[config.mk]
export PLATFORM = sky130hd
export DESIGN_NAME = hazard_scoreboard_flat
export DESIGN_NICKNAME = d
export VERILOG_FILES = /design/src/rtl/cpu_types_pkg.sv /design/src/rtl/hazard_scoreboard_if.sv /design/src/rtl/hazard_fwd_pick.sv /design/src/rtl/hazard_scoreboard.sv /design/src/flat_wrapper.sv
export SDC_FILE = /design/constraint.sdc
export NUM_CORES = 1
export LEC_CHECK = 0
export CAP_MARGIN = 20
export CORE_ASPECT_RATIO = 0.5
export CORE_MARGIN = 4
export CORE_UTILIZATION = 44
export CTS_CLUSTER_SIZE = 10
export DETAILED_ROUTE_END_ITERATION = 10
export HOLD_SLACK_MARGIN = 0.03
export PLACE_DENSITY = 0.81
export SLEW_MARGIN = 25
export SYNTH_ARGS = -nofsm -noshare
export SYNTH_HDL_FRONTEND = slang
export SYNTH_SLANG_ARGS = --single-unit
[constraint.sdc]
create_clock -name CLK -period 1.98 [get_ports CLK]
set_input_delay 0.198 -clock CLK [delete_from_list [all_inputs] [get_ports CLK]]
set_output_delay 0.198 -clock CLK [all_outputs]
set_load 0.01 [all_outputs]
[src/rtl/cpu_types_pkg.sv]
// rtl/cpu_types_pkg.sv - shared types for the hazard scoreboard
// Scoreboard entry layout, memory-wait FSM states and the register-match helper.
package cpu_types_pkg;

    localparam int SB_WSEL_W = 8;

    typedef struct packed {
        logic                 valid;
        logic                 regwr;
        logic [SB_WSEL_W-1:0] wsel;
        logic                 load;
        logic                 mem;
    } sb_entry_t;

    typedef enum logic [1:0] {
        MEM_RUN   = 2'd0,
        MEM_DWAIT = 2'd1,
        MEM_DDONE = 2'd2
    } mem_state_e;

    localparam sb_entry_t SB_ENTRY_NONE = '0;

    // r0 is hardwired zero, so a write to it never produces a value worth bypassing
    function automatic logic entry_writes(input sb_entry_t e, input logic [SB_WSEL_W-1:0] r);
        return e.valid && e.regwr && (e.wsel == r) && (r != '0);
    endfunction

endpackage

[src/rtl/hazard_scoreboard_if.sv]
// rtl/hazard_scoreboard_if.sv - pipeline-control bundle between decode and the scoreboard
// master drives ID fields and memory handshakes; slave returns stall/forward controls.
interface hazard_scoreboard_if #(
    parameter int REG_AW = 5,
    parameter int NSTAGE = 3
);
    localparam int FW = $clog2(NSTAGE);

    logic              ihit;
    logic              dhit;
    logic              flush;
    logic [REG_AW-1:0] id_rs;
    logic [REG_AW-1:0] id_rt;
    logic [1:0]        id_src_used;
    logic              id_regwr;
    logic [REG_AW-1:0] id_wsel;
    logic              id_load;
    logic              id_mem;
    logic              adv;
    logic              ifid_flush;
    logic              bubble;
    logic [FW-1:0]     fwd_a;
    logic [FW-1:0]     fwd_b;
    logic [31:0]       perf_luse;
    logic [31:0]       perf_dwait;

    modport master (
        output ihit, dhit, flush, id_rs, id_rt, id_src_used, id_regwr, id_wsel, id_load, id_mem,
        input  adv, ifid_flush, bubble, fwd_a, fwd_b, perf_luse, perf_dwait
    );

    modport slave (
        input  ihit, dhit, flush, id_rs, id_rt, id_src_used, id_regwr, id_wsel, id_load, id_mem,
        output adv, ifid_flush, bubble, fwd_a, fwd_b, perf_luse, perf_dwait
    );

endinterface

[src/rtl/hazard_fwd_pick.sv]
// rtl/hazard_fwd_pick.sv - forwarding priority matcher for one EX operand
// Picks the youngest stage (2..NSTAGE) writing the operand's register; 0 selects the register file.
module hazard_fwd_pick
    import cpu_types_pkg::*;
#(
    parameter int NSTAGE = 3
) (
    input  sb_entry_t [NSTAGE:1]       i_ent,
    input  logic [SB_WSEL_W-1:0]       i_src,
    input  logic                       i_used,
    output logic [$clog2(NSTAGE)-1:0]  o_sel
);
    localparam int FW = $clog2(NSTAGE);

    // walk oldest to youngest so the smallest matching stage wins
    always_comb begin
        o_sel = '0;
        for (int k = NSTAGE; k >= 2; k--) begin
            if (i_used && entry_writes(i_ent[k], i_src))
                o_sel = FW'(k - 1);
        end
    end

endmodule

[src/rtl/hazard_scoreboard.sv]
// rtl/hazard_scoreboard.sv - pipeline hazard scoreboard: load-use stall, data-wait FSM, forwarding
// Optional stall counters are built only when HAZARD_SB_PERF_EN is defined.
module hazard_scoreboard
    import cpu_types_pkg::*;
#(
    parameter int REG_AW     = 5,
    parameter int NSTAGE     = 3,
    parameter int LOAD_READY = 2
) (
    input  logic            CLK,
    input  logic            nRST,
    hazard_scoreboard_if.slave bus
);
    sb_entry_t [NSTAGE:1]  r_ent;
    logic [SB_WSEL_W-1:0]  r_ex_rs;
    logic [SB_WSEL_W-1:0]  r_ex_rt;
    logic [1:0]            r_ex_used;
    mem_state_e            r_state;
    mem_state_e            w_state_nxt;

    logic                  w_mem2;
    logic                  w_adv;
    logic                  w_luse;
    logic                  w_bubble;
    logic [SB_WSEL_W-1:0]  w_id_rs;
    logic [SB_WSEL_W-1:0]  w_id_rt;
    sb_entry_t             w_id_ent;

    assign w_id_rs  = SB_WSEL_W'(bus.id_rs[REG_AW-1:0]);
    assign w_id_rt  = SB_WSEL_W'(bus.id_rt[REG_AW-1:0]);
    assign w_id_ent = '{valid: 1'b1,
                        regwr: bus.id_regwr,
                        wsel:  SB_WSEL_W'(bus.id_wsel[REG_AW-1:0]),
                        load:  bus.id_load,
                        mem:   bus.id_mem};

    assign w_mem2   = r_ent[2].valid && r_ent[2].mem;
    assign w_adv    = bus.ihit && (!w_mem2 || bus.dhit || (r_state == MEM_DDONE));
    assign w_bubble = w_luse || bus.flush;

    always_comb begin
        w_luse = 1'b0;
        for (int k = 1; k < LOAD_READY; k++) begin
            if (r_ent[k].load &&
                ((bus.id_src_used[0] && entry_writes(r_ent[k], w_id_rs)) ||
                 (bus.id_src_used[1] && entry_writes(r_ent[k], w_id_rt))))
                w_luse = 1'b1;
        end
    end

    // DDONE remembers a dhit that arrived while fetch was still stalled
    always_comb begin
        w_state_nxt = r_state;
        if (w_adv) begin
            w_state_nxt = MEM_RUN;
        end else begin
            case (r_state)
                MEM_RUN: begin
                    if (bus.dhit && !bus.ihit)
                        w_state_nxt = MEM_DDONE;
                    else if (w_mem2 && !bus.dhit)
                        w_state_nxt = MEM_DWAIT;
                end
                MEM_DWAIT: begin
                    if (bus.dhit && !bus.ihit)
                        w_state_nxt = MEM_DDONE;
                end
                default: w_state_nxt = r_state;
            endcase
        end
    end

    // EX sources follow ID even on a bubble; only the entry itself is squashed
    always_ff @(posedge CLK or negedge nRST) begin
        if (!nRST) begin
            r_ent     <= '0;
            r_ex_rs   <= '0;
            r_ex_rt   <= '0;
            r_ex_used <= '0;
            r_state   <= MEM_RUN;
        end else begin
            r_state <= w_state_nxt;
            if (w_adv) begin
                r_ent[1] <= w_bubble ? SB_ENTRY_NONE : w_id_ent;
                for (int k = 2; k <= NSTAGE; k++)
                    r_ent[k] <= r_ent[k-1];
                r_ex_rs   <= w_id_rs;
                r_ex_rt   <= w_id_rt;
                r_ex_used <= bus.id_src_used;
            end
        end
    end

    assign bus.adv        = w_adv;
    assign bus.ifid_flush = bus.flush;
    assign bus.bubble     = w_bubble;

    hazard_fwd_pick #(.NSTAGE(NSTAGE)) u_fwd_a (
        .i_ent  (r_ent),
        .i_src  (r_ex_rs),
        .i_used (r_ex_used[0]),
        .o_sel  (bus.fwd_a)
    );

    hazard_fwd_pick #(.NSTAGE(NSTAGE)) u_fwd_b (
        .i_ent  (r_ent),
        .i_src  (r_ex_rt),
        .i_used (r_ex_used[1]),
        .o_sel  (bus.fwd_b)
    );

`ifdef HAZARD_SB_PERF_EN
    logic [31:0] r_perf_luse;
    logic [31:0] r_perf_dwait;

    // a flush squashes the hazard, so that cycle is not a load-use stall
    always_ff @(posedge CLK or negedge nRST) begin
        if (!nRST) begin
            r_perf_luse  <= '0;
            r_perf_dwait <= '0;
        end else begin
            if (w_luse && !bus.flush && w_adv)
                r_perf_luse <= r_perf_luse + 32'd1;
            if (r_state == MEM_DWAIT)
                r_perf_dwait <= r_perf_dwait + 32'd1;
        end
    end

    assign bus.perf_luse  = r_perf_luse;
    assign bus.perf_dwait = r_perf_dwait;
`else
    assign bus.perf_luse  = '0;
    assign bus.perf_dwait = '0;
`endif

endmodule
[src/flat_wrapper.sv]
// flat-port wrapper written by rule: the top's interface ports become plain ports
module hazard_scoreboard_flat import cpu_types_pkg::*;
#(
    parameter int REG_AW     = 5,
    parameter int NSTAGE     = 3,
    parameter int LOAD_READY = 2
)
  (CLK, nRST, bus_ihit, bus_dhit, bus_flush, bus_id_rs, bus_id_rt, bus_id_src_used, bus_id_regwr, bus_id_wsel, bus_id_load, bus_id_mem, bus_adv, bus_ifid_flush, bus_bubble, bus_fwd_a, bus_fwd_b, bus_perf_luse, bus_perf_dwait);
  hazard_scoreboard_if #(.REG_AW(REG_AW), .NSTAGE(NSTAGE)) bus_i ();
  input  logic CLK;
  input  logic nRST;
  input wire logic [$bits(bus_i.ihit)-1:0] bus_ihit;
  input wire logic [$bits(bus_i.dhit)-1:0] bus_dhit;
  input wire logic [$bits(bus_i.flush)-1:0] bus_flush;
  input wire logic [$bits(bus_i.id_rs)-1:0] bus_id_rs;
  input wire logic [$bits(bus_i.id_rt)-1:0] bus_id_rt;
  input wire logic [$bits(bus_i.id_src_used)-1:0] bus_id_src_used;
  input wire logic [$bits(bus_i.id_regwr)-1:0] bus_id_regwr;
  input wire logic [$bits(bus_i.id_wsel)-1:0] bus_id_wsel;
  input wire logic [$bits(bus_i.id_load)-1:0] bus_id_load;
  input wire logic [$bits(bus_i.id_mem)-1:0] bus_id_mem;
  output wire logic [$bits(bus_i.adv)-1:0] bus_adv;
  output wire logic [$bits(bus_i.ifid_flush)-1:0] bus_ifid_flush;
  output wire logic [$bits(bus_i.bubble)-1:0] bus_bubble;
  output wire logic [$bits(bus_i.fwd_a)-1:0] bus_fwd_a;
  output wire logic [$bits(bus_i.fwd_b)-1:0] bus_fwd_b;
  output wire logic [$bits(bus_i.perf_luse)-1:0] bus_perf_luse;
  output wire logic [$bits(bus_i.perf_dwait)-1:0] bus_perf_dwait;
  assign bus_i.ihit = bus_ihit;
  assign bus_i.dhit = bus_dhit;
  assign bus_i.flush = bus_flush;
  assign bus_i.id_rs = bus_id_rs;
  assign bus_i.id_rt = bus_id_rt;
  assign bus_i.id_src_used = bus_id_src_used;
  assign bus_i.id_regwr = bus_id_regwr;
  assign bus_i.id_wsel = bus_id_wsel;
  assign bus_i.id_load = bus_id_load;
  assign bus_i.id_mem = bus_id_mem;
  assign bus_adv = bus_i.adv;
  assign bus_ifid_flush = bus_i.ifid_flush;
  assign bus_bubble = bus_i.bubble;
  assign bus_fwd_a = bus_i.fwd_a;
  assign bus_fwd_b = bus_i.fwd_b;
  assign bus_perf_luse = bus_i.perf_luse;
  assign bus_perf_dwait = bus_i.perf_dwait;
  hazard_scoreboard #(.REG_AW(REG_AW), .NSTAGE(NSTAGE), .LOAD_READY(LOAD_READY)) u_core (.CLK(CLK), .nRST(nRST), .bus(bus_i));
endmodule
; After elaboration in Yosys (flattened, before gate mapping)
; Index checks and enable logic that the tools add are counted.
[op_classes]
n_shift = 0
n_addsub = 0
eq_ne = 10
n_reduce_logical = 40
div = 0
mul = 0
bitwise = 0
magnitude_cmp = 0
n_mux = 11
[op_table]
columns = cell, count
row1 = 8-bit by 5-bit equality test with 1-bit output, 6
row2 = 8-bit nonzero test, 4
row3 = 1-bit logical AND, 26
row4 = 2-bit two-way mux, 8
row5 = 12-bit two-way mux, 1
row6 = 1-bit logical OR, 4
row7 = "4-bit by 2-bit inequality test with 1-bit output, second input constant", 1
row8 = 2-bit case mux with 2 select lines, 1
row9 = 1-bit zero test, 3
row10 = "3-bit by 2-bit inequality test with 1-bit output, second input constant", 1
row11 = 3-bit AND reduction, 1
row12 = 3-bit nonzero test, 1
row13 = "2-bit by 1-bit equality test with 1-bit output, second input constant", 1
row14 = "2-bit equality test, second input constant", 1
row15 = 2-bit zero test, 1
row16 = 1-bit two-way mux, 1
[word_totals]
latchBits = 0
ram_bits = 0
word_cells = 77
rom_bits = 0
n_memories = 0
regBits = 47

; Depth between registers and ports, before layout
[logic_depth]
depth_word = 9
ltp_mapped = 6
depth_no_buf = 5

; Modules after synthesis
; Synthesis repeated with hierarchy kept, for this count alone.
[hier_totals]
cells_unflattened = 316
hier_area_um2 = 2701.3
[by_module_without_submodules]
columns = mod, seq_area_each_um2, cells_per_inst, area_each_um2, n_inst
row1 = hazard_scoreboard, 1026.0, 258, 2245.9, 1
row2 = hazard_fwd_pick, 0.0, 29, 227.7, 2

; Worst setup path after synthesis
; No wires, ideal clock.
[synth_path]
path_kind = reg-to-output
start = register u_core.r_ex_rt[1]
end = output bus_fwd_b[1]
t_required_ns = 1.782
path_buffers = 0
arrival_time_ns = 1.540
setup_slack_ns = 0.242
stages_incl_launch_ff = 5
path_cell_list = dfrtp_1 > or4_1 > o21ai_0 > nor4_1 > nor3_1
[synth_between]
elab_chain_len = 6
[synth_rtl]
columns = element, line
row1 = start: declaration, hazard_scoreboard.sv:16  ; logic [SB_WSEL_W-1:0] r_ex_rt;
row2 = start signal: assignment, hazard_scoreboard.sv:88  ; r_ex_rt <= w_id_rt;
row3 = 8-bit by 5-bit equality test with 1-bit output, cpu_types_pkg.sv:25  ; return e.valid && e.regwr && (e.wsel == r) && (r != '0);
row4 = 1-bit logical AND (2 in series), cpu_types_pkg.sv:25
row5 = 1-bit logical AND, hazard_fwd_pick.sv:19  ; if (i_used && entry_writes(i_ent[k], i_src))
row6 = 2-bit two-way mux, hazard_fwd_pick.sv:19
row7 = 2-bit two-way mux *, hazard_fwd_pick.sv:19
row8 = end: declaration, flat_wrapper.sv:26  ; output wire logic [$bits(bus_i.fwd_b)-1:0] bus_fwd_b;
; Mark *: on every way between the ends. The rest lies on a longest branch, timed or not.

; Worst setup path in the final report
; Ends and elaborated chain as after synthesis.

==> impl_metrics.json <==
{
  "grt_pass1_vias": 1734,
  "finalSetupViolations": 1,
  "path_max_fanout": 2,
  "hold_path_end": "u_core.r_ex_rs[2]",
  "end_kind": "primary output",
  "outcome": "finished with violations",
  "max_freq_ghz": 0.4975,
  "synth_ff_type": "dfrtp_1",
  "gr-total-overflow": 0,
  "startpoint_type": "flip-flop",
  "worstReg2RegStart": "u_core.r_ent[3]",
  "ys_top_cells_by_count": "nand2_1 (96), buf_4 (65), dfrtp_1 (38)",
  "final_cells": 408,
  "die_width_microns": 112.6,
  "rsz0062_at_grt": "yes",
  "vias": 1900,
  "antenna_cells": 0,
  "grt_max_degree": 39,
  "min_path_type": "in2reg",
  "core_area_sq_um": 5112,
  "finalHoldViolCount": 0,
  "numPortBuffers": 31,
  "ff2ff_setup_slack_ns": 0.35,
  "synth_area_leaders": "dfrtp_1 (40%), buf_4 (20%), nand2_1 (15%)",
  "ys_seq_area_share_pct": 39.50,
  "ant_nets": 0,
  "yosysMostFrequentCell": "nand2_1",
  "cts_hold_buffers": 0,
  "synth.largest_area_cell": "dfrtp_1",
  "cts-root-buf": "clkbuf_8",
  "core.rowCount": 18,
  "drv_cap": 0,
  "path_clk_slew_ns": 0.08,
  "numCtsBuffers": 5,
  "synth_edf_count": 0,
  "dieArea_sq_um": 6791,
  "die_h_microns": 60.31,
  "place_hpwl_mm": 3.923,
  "drc": 0,
  "grt_antenna_before_repair": 0,
  "cts.htree.levels": 2,
  "firstDrtPassIters": 4,
  "place_area_sq_um": 2710,
  "grt_pass1_wl_mm": 8.176,
  "critical_path_class": "reg2out",
  "clk_path_buf_depth": 2,
  "ir_worst_vdd_uv": 250.5,
  "final.setup_skew_ns": 0.009810,
  "drive_gt1_share_pct": 15.09,
  "synth_top_area_share_pct": 39.50,
  "ys_types": 30,
  "clock_latency_ns": 0.30,
  "worstPathArrival_ns": 1.81,
  "track_usage_pct": 15.39,
  "post_drt_via_cell_ratio": 4.657,
  "syn_area_sq_um": 2407,
  "yosys_warnings": 0,
  "finalWeightedCongestion": 0.8651,
  "drt-total-wl_mm": 5.394,
  "netlist_instances": 283,
  "cts_num_sinks": 38,
  "period_share_pct": 101.5,
  "area_growth_pct": 19.49,
  "maxSlewViolCount": 0,
  "numPlacedInstances": 399,
  "synthArstFlopShare_pct": 100.0,
  "initial_core_util_pct": 47.09,
  "post-route-min-period_ns": 2.010,
  "r2r_cells": 6,
  "cts_tree": "built",
  "wl_per_cell_microns": 13.22,
  "min_from": "bus_id_rs[2]",
  "violations": "setup timing",
  "holdPathStages": 3,
  "leakagePower_nw": 1.486,
  "r2r-end": "u_core.r_ent[6]",
  "hold-worst-slack_ns": 0.2317,
  "final_area_sq_um": 2877,
  "drtIter0Drc": 194,
  "nNetsFinal": 362,
  "synth-seq-cells": 38,
  "layout_setup_ws_ns": -0.03009,
  "power.density_nw_per_um2": 698.8,
  "worstPathRequired_ns": 1.78,
  "boundaryPins": 96,
  "syn_avg_cell_area_sq_um": 8.506
}
-- per-stage QoR --
step | utilization [%] | power [mW] | worst slack (ns) | setup TNS [ns]
6_report | 56.27 | 2.010 | -0.03009 | -0.03009
5_1_grt | 56.27 | 2.098 | -0.09280 | -0.1202
4_1_cts | 55.48 | 1.988 | -0.04782 | -0.04782
3_5_place_dp | 53.01 | 1.415 | -0.3695 | -0.9244
3_3_place_gp | 53.01 | 1.395 | -0.3547 | -0.7592
2_1_floorplan | - | 1.307 | 0.2419 | 0
-- metal layers --
metal	wire, microns	share of wire [%]	GRT usage [%]
met5	0	0	0
met3	411	7.6	2.932
met2	2574	48	27.78
met4	80	1.5	6.164
met1	2327	43	18.69
-- cells by family (layout without fill, tap and decap cells) --
| group | count (synthesis) | count (layout) | synth area share [%] |
|---|---|---|---|
| xor gates and xnor gates | 28 | 28 | 10.19 |
| AOI/OAI and AO/OA | 23 | 23 | 7.745 |
| other | 1 | 64 | 0.1558 |
| and+or+nand+nor | 116 | 116 | 20.06 |
| buffers and inverters | 77 | 69 | 22.35 |
| DFF | 38 | 38 | 39.50 |
-- layout make-up --
| class | instances | area [sq um] |
|---|---|---|
| Timing Repair Buffer | 57 | 496.7 |
| Sequential cell | 38 | 950.9 |
| Inverter | 4 | 15.01 |
| Multi-Input combinational cell | 231 | 1235 |
| Fill cell | 430 | 2236 |
| Clock inverter | 1 | 5.005 |
| Clock buffer | 7 | 86.33 |
| Tap cell | 70 | 87.58 |
-- how the worst max path moves through the flow --
stage | start | end | cells after the start
finish | u_core.r_ex_rt[1] | bus_fwd_b[1] | 5
global placement | bus_id_rt[3] | bus_bubble | 6
global route | u_core.r_ex_rt[1] | bus_fwd_b[1] | 5
floorplan | u_core.r_ex_rt[1] | bus_fwd_b[1] | 4
CTS | u_core.r_ex_rt[4] | bus_fwd_b[1] | 5
detailed placement | bus_id_rt[3] | bus_bubble | 6
-- flip-flops by register name (all words and copies together) (netlist names) --
register,count
u_core.r_state,2
u_core.r_ex_rs,5
u_core.r_ex_used,2
u_core.r_ex_rt,5
u_core.r_ent,24
-- report_power, final --
part | switching (mW) | internal [mW]
clock | 0.285 | 0.281
sequential | 0.0923 | 0.859
combinational | 0.273 | 0.220
-- critical path, stage by stage (launching register included) --
cell     delay [ns]
dfrtp_1        0.39
or4_4          0.55
o21ai_4        0.19
nor4_4         0.07
nor3_2         0.18
buf_2          0.15
-- repair_timing --
item,CTS,global route
setup endpoints to repair,5,6
gates resized for setup,26,13
pin swaps,8,12
gates cloned,0,0
setup buffers,2,0
-- placed cells by master (no fill, tap or decap), types with 2 or more instances in the layout --
cell and count:
clkdlybuf4s50_1 22, dlymetal6s2s_1 4, inv_1 3, or4_4 2
nor4_2 2, nor2b_1 2, xor2_1 13, nand4_1 4
nor4_1 3, dfrtp_1 38, o21ai_4 2, clkbuf_8 6
xnor2_1 14, o21ai_0 4, o31ai_1 8, nand2_1 96
buf_2 3, buf_4 26, conb_1 64
(Power assumes the default switching activity.)
